[config.mk]
export PLATFORM = sky130hd
export DESIGN_NAME = sequence_generator
export DESIGN_NICKNAME = d
export VERILOG_FILES = /design/src/rtl/seq_pkg.sv /design/src/rtl/seq_piso.sv /design/src/rtl/sequence_generator.sv
export SDC_FILE = /design/constraint.sdc
export NUM_CORES = 1
export LEC_CHECK = 0
export ABC_CLOCK_PERIOD_IN_PS = 1300
export CAP_MARGIN = 20
export CORE_AREA = 2 2 41 43
export CTS_CLUSTER_SIZE = 8
export DETAILED_ROUTE_END_ITERATION = 8
export DIE_AREA = 0 0 43 45
export GPL_TIMING_DRIVEN = 0
export PLACE_DENSITY = 0.65
export REMOVE_ABC_BUFFERS = 1
export SETUP_SLACK_MARGIN = 0.1
export SYNTH_ARGS = -nofsm -noshare
export SYNTH_HDL_FRONTEND = slang
export SYNTH_HIERARCHICAL = 1
export SYNTH_SLANG_ARGS = --single-unit
[constraint.sdc]
create_clock -name clk -period 1.3 [get_ports clk]
set_input_delay 0.39 -clock clk [delete_from_list [all_inputs] [get_ports clk]]
set_output_delay 0.39 -clock clk [all_outputs]
set_load 0.1 [all_outputs]
[src/rtl/seq_pkg.sv]
// rtl/seq_pkg.sv - shared state type, widths and patterns for sequence generators/detectors
package seq_pkg;

  typedef enum logic [1:0] {
    IDLE  = 2'd0,
    SHIFT = 2'd1,
    DONE  = 2'd2
  } gen_state_t;

  localparam int SEQ_PAT_W = 4;
  localparam int SEQ_CNT_W = 4;

  localparam logic [SEQ_PAT_W-1:0] PAT_1001 = 4'b1001;

endpackage

[src/rtl/seq_piso.sv]
// rtl/seq_piso.sv - loadable parallel-in/serial-out register, MSB first
module seq_piso #(
  parameter int W = 4
) (
  input  logic         clk,
  input  logic         reset,
  input  logic         load,
  input  logic [W-1:0] data,
  input  logic         shift,
  output logic         sout
);

  logic [W-1:0] sr;

  // Rotating rather than shifting lets repeated sends recirculate without a reload.
  always_ff @(posedge clk or posedge reset) begin
    if (reset) begin
      sr <= '0;
    end else if (load) begin
      sr <= data;
    end else if (shift) begin
      sr <= {sr[W-2:0], sr[W-1]};
    end
  end

  assign sout = sr[W-1];

endmodule

[src/rtl/sequence_generator.sv]
// rtl/sequence_generator.sv - MSB-first pattern serializer; SEQ_GEN_REPEAT_EN enables repeat_cnt
module sequence_generator
  import seq_pkg::*;
#(
  parameter int PAT_W = SEQ_PAT_W,
  parameter int CNT_W = SEQ_CNT_W
) (
  input  logic             clk,
  input  logic             reset,
  input  logic             start,
  input  logic [PAT_W-1:0] pattern,
  input  logic [CNT_W-1:0] repeat_cnt,
  output logic             ready,
  output logic             out,
  output logic             out_valid,
  output logic             done
);

  localparam int IDX_W = $clog2(PAT_W);

  gen_state_t       state, state_n;
  logic [IDX_W-1:0] bit_idx;
  logic             last_out;
  logic             piso_load, piso_shift, piso_bit;
  logic             more_reps, accept, emit, wrap;
  logic             out_n, out_valid_n, done_n, ready_n;

  // The MSB goes straight to out on acceptance, so the register starts one bit ahead.
  seq_piso #(.W(PAT_W)) u_piso (
    .clk   (clk),
    .reset (reset),
    .load  (piso_load),
    .data  ({pattern[PAT_W-2:0], pattern[PAT_W-1]}),
    .shift (piso_shift),
    .sout  (piso_bit)
  );

  assign accept = start && ready && (state == IDLE);
  assign wrap   = (state == SHIFT) && last_out && more_reps;
  assign emit   = (state == SHIFT) && (!last_out || more_reps);

`ifdef SEQ_GEN_REPEAT_EN
  logic [CNT_W-1:0] reps_left;

  always_ff @(posedge clk or posedge reset) begin
    if (reset) begin
      reps_left <= '0;
    end else if (accept) begin
      reps_left <= repeat_cnt;
    end else if (wrap) begin
      reps_left <= reps_left - CNT_W'(1);
    end
  end

  assign more_reps = (reps_left != '0);
`else
  logic unused_repeat;
  assign unused_repeat = ^repeat_cnt;
  assign more_reps     = 1'b0;
`endif

  always_ff @(posedge clk or posedge reset) begin
    if (reset) begin
      state <= IDLE;
    end else begin
      state <= state_n;
    end
  end

  always_comb begin
    state_n = state;
    case (state)
      IDLE:    if (accept) state_n = SHIFT;
      SHIFT:   if (last_out && !more_reps) state_n = DONE;
      DONE:    state_n = IDLE;
      default: state_n = IDLE;
    endcase
  end

  always_comb begin
    out_n       = 1'b0;
    out_valid_n = 1'b0;
    done_n      = 1'b0;
    ready_n     = 1'b0;
    piso_load   = accept;
    piso_shift  = emit;
    case (state)
      IDLE: begin
        ready_n = !accept;
        if (accept) begin
          out_n       = pattern[PAT_W-1];
          out_valid_n = 1'b1;
        end
      end
      SHIFT: begin
        if (emit) begin
          out_n       = piso_bit;
          out_valid_n = 1'b1;
        end else begin
          done_n = 1'b1;
        end
      end
      default: ready_n = 1'b1;
    endcase
  end

  // last_out marks that the bit currently on out is bit 0 of the pattern.
  always_ff @(posedge clk or posedge reset) begin
    if (reset) begin
      ready     <= 1'b1;
      out       <= 1'b0;
      out_valid <= 1'b0;
      done      <= 1'b0;
      bit_idx   <= '0;
      last_out  <= 1'b0;
    end else begin
      ready     <= ready_n;
      out       <= out_n;
      out_valid <= out_valid_n;
      done      <= done_n;
      if (accept || wrap) begin
        bit_idx  <= IDX_W'(PAT_W - 2);
        last_out <= 1'b0;
      end else if (emit) begin
        bit_idx  <= bit_idx - IDX_W'(1);
        last_out <= (bit_idx == '0);
      end
    end
  end

endmodule

==> results.cfg <==
[sta]
final_max_slew_viol_count = 0
setup_violations = 1
period_minus_slack_ps = 1395
hold_viol_final = 0
max_freq_mhz = 716.6
timing.slew.headroom_pct = 76.63
hold_ws_ps = 313.9
layout_setup_ws_ps = -95.43
rsz0062_at_grt = true
worst_pin_slew_ps = 350.1
fin_crit_sh_pct = 107.3
finalClockSkew_ps = 1.644

[drt]
first_pass_iters = 2
drt.antenna.violating_nets = 0
via_count = 385
drt-wirelength-per-cell_um = 11.96
drt-initial-drc-count = 2
vias_per_cell = 4.639
routed_wirelength_um = 993
drc_errors = 0

[grt]
grt_pass1_vias = 409
top_usage_layer = met2
antenna_found_initial = 0
use_met3_pct = 3.600
grt_use_total_pct = 12.54
grt_pass1_wl_um = 1697
use_met1_pct = 13.01
grt_max_degree = 15
use_met2_pct = 22.73
gr-total-overflow = 0

[die]
design.die.area_um2 = 1935
core-area_um2 = 1471
io-pin-count = 15
die_x_um = 43
initial_utilization_pct = 38.27
dieHeight_um = 45
rows = 14

[power]
vdd_drop_max_v = 0.001205
total_power_mw = 2.373
pwr-share-seq_pct = 31.4
swShare_pct = 43.26
p_switching_mw = 1.027
internal-power_mw = 1.346
p_leak_nw = 0.3807
clkPwrFrac_pct = 10.5
pwr-share-comb_pct = 58.2
power_density_nw_per_um2 = 2908

[logic_synthesis]
netlist.area_leader.share_pct = 53.33
post-synth-top-area-cell = dfrtp_1
ys_ff_latch = 13
ys_types = 21
netlist_instances = 49
yosys_warnings = 6
postSynthAreaPerCell_um2 = 11.49
yosysSeqAreaShare_pct = 58.00
syn_area_um2 = 563.0
netlist_top_cells_area = dfrtp_1 53%, mux2i_1 7.1%, dfstp_2 4.7%

[clock_tree]
htreeDepth = 1
cts_root_buffer = clkbuf_4
path_clk_slew_ps = 80
numCtsBuffers = 3
clkLatencyLatePin_ps = 270
cts_buffer_depth = 2
cts_tree = built
cts_sinks = 13

[critical_path]
cp_top_family = flip-flops
cp_num_buf_inv = 1
cp_slowest_cell = dfstp_2
crit_fanout = 2
crit_chain = buf_12
reg2reg_to = u_piso/sr[2]
end_kind = primary output
critPathMaxStageDelay_ps = 560
arrival_ps = 1010
cp-start-kind = register
r2r_cells = 4
crit_type = reg -> out
required_ps = 910
r2r_slack_ps = 80
r2r_start = state[1]

[hold_path]
hp-class = in -> async

[job]
drv_cap = 0

[layout]
multi_input_area_um2 = 216.5
seq_area_um2 = 327.8
final_layout_size_suffix_gt1_share_pct = 29.85
diodes = 0
mostFrequentLayoutCells = 11 x dfrtp_1, 6 x nand2_1, 6 x clkdlybuf4s50_1, 6 x buf_12, 5 x inv_1
fin_nets = 80
fillers = 132
syn_to_final_growth_pct = 44.89
final_common_cell = dfrtp_1

[place]
place.gp.congestion = 0.6913
io_buffers = 10
dp_hpwl_um = 631.2

[run_status]
outcome = finished with violations
violations = setup timing
## cells by family (layout without fill, tap and decap cells)
| group | Yosys count | in the layout | share of synthesized area, % |
|---|---|---|---|
| adder cells (fa/ha/maj) | 1 | 1 | 2.222 |
| buffers and inverters | 7 | 25 | 6.000 |
| flip-flops | 13 | 13 | 58.00 |
| multiplexers | 4 | 4 | 7.111 |
| XOR/XNOR | 1 | 1 | 1.556 |
| AND/OR/NAND/NOR | 16 | 16 | 17.34 |
| AO/OA/AOI/OAI | 7 | 7 | 7.779 |
## routing by layer
metal / share of wire [%] / wire length, µm / vias up
met4: 0 / 0 / 0
li1: - / - / 196
met1: 42 / 415 / 179
met3: 4.2 / 42 / 0
met5: 0 / 0 / -
met2: 54 / 535 / 10
## power groups by stage
stage	Clock [mW]	Combinational (mW)	Sequential, mW
floorplan	0	0.439	1.10
global placement	0	1.01	0.720
detailed placement	0	1.03	0.731
CTS	0.256	1.32	0.744
global route	0.282	1.47	0.773
finish	0.248	1.38	0.744
## flip-flops by register name (all words and copies together), names as in the netlist
register and flops:
out 1, done 1, state 2, u_piso/sr 4, ready 1, bit_idx 2, out_valid 1, last_out 1
## worst reg2reg max path, delay by kind of cell, from the launching register on
family,cells,cell delay [ps]
AND/OR/NAND/NOR,1,240
buffers and inverters,1,170
multiplexers,1,200
flip-flops,1,430
AO/OA/AOI/OAI,1,70
## metrics by stage
step / worst slack (ps) / area (µm²) / util, % / instances / TNS [ps]
floorplan: -427.9 / 551.8 / - / 48 / -4050
global placement: -714.0 / 671.9 / 45.66 / 74 / -7223
detailed placement: -719.6 / 671.9 / 45.66 / 74 / -7395
CTS: -105.7 / 792.0 / 53.83 / 81 / -105.7
global route: -142.8 / 815.8 / 55.44 / 83 / -142.8
finish: -95.43 / 815.8 / 55.44 / 83 / -95.43
## final cells by class
cell class,count,area share (%)
flip-flops and latches,13,40.18
multi-input cells,29,26.53
inverters,6,2.761
repair buffers,15,24.85
clock buffers,4,3.221
well taps,16,2.454
## worst max path at each step
stage | startpoint | slack (ps) | depth (start not counted) | endpoint
final | ready | -100 | 1 | ready
after global routing | ready | -140 | 1 | ready
after CTS | ready | -110 | 1 | ready
after detailed placement | ready | -720 | 1 | ready
after global placement | ready | -710 | 1 | ready
after floorplan | ready | -430 | 3 | u_piso/sr[0]
## Yosys cell counts
master / number
nand2b_1: 1
nor3_2: 1
or2_1: 2
a211o_1: 1
nor3b_4: 1
nor2_2: 1
dfrtp_1: 12
and3_2: 1
nand2_1: 6
dfstp_2: 1
xnor2_1: 1
inv_1: 5
a22o_1: 1
a31oi_1: 1
inv_2: 1
buf_6: 1
mux2i_1: 4
ha_1: 1
nor2_1: 2
o21ai_1: 4
and3_1: 1
## what timing repair did
| item | 4_1_cts | 5_1_grt |
|---|---|---|
| pin swaps | 1 | 2 |
| endpoints found under the setup margin | 14 | 14 |
| cloned | 0 | 0 |
| resized for setup | 37 | 3 |
| buffers inserted | 3 | 2 |
| hold endpoints to repair | 0 | 0 |
| hold buffers | 0 | 0 |
(Power assumes the default switching activity.)
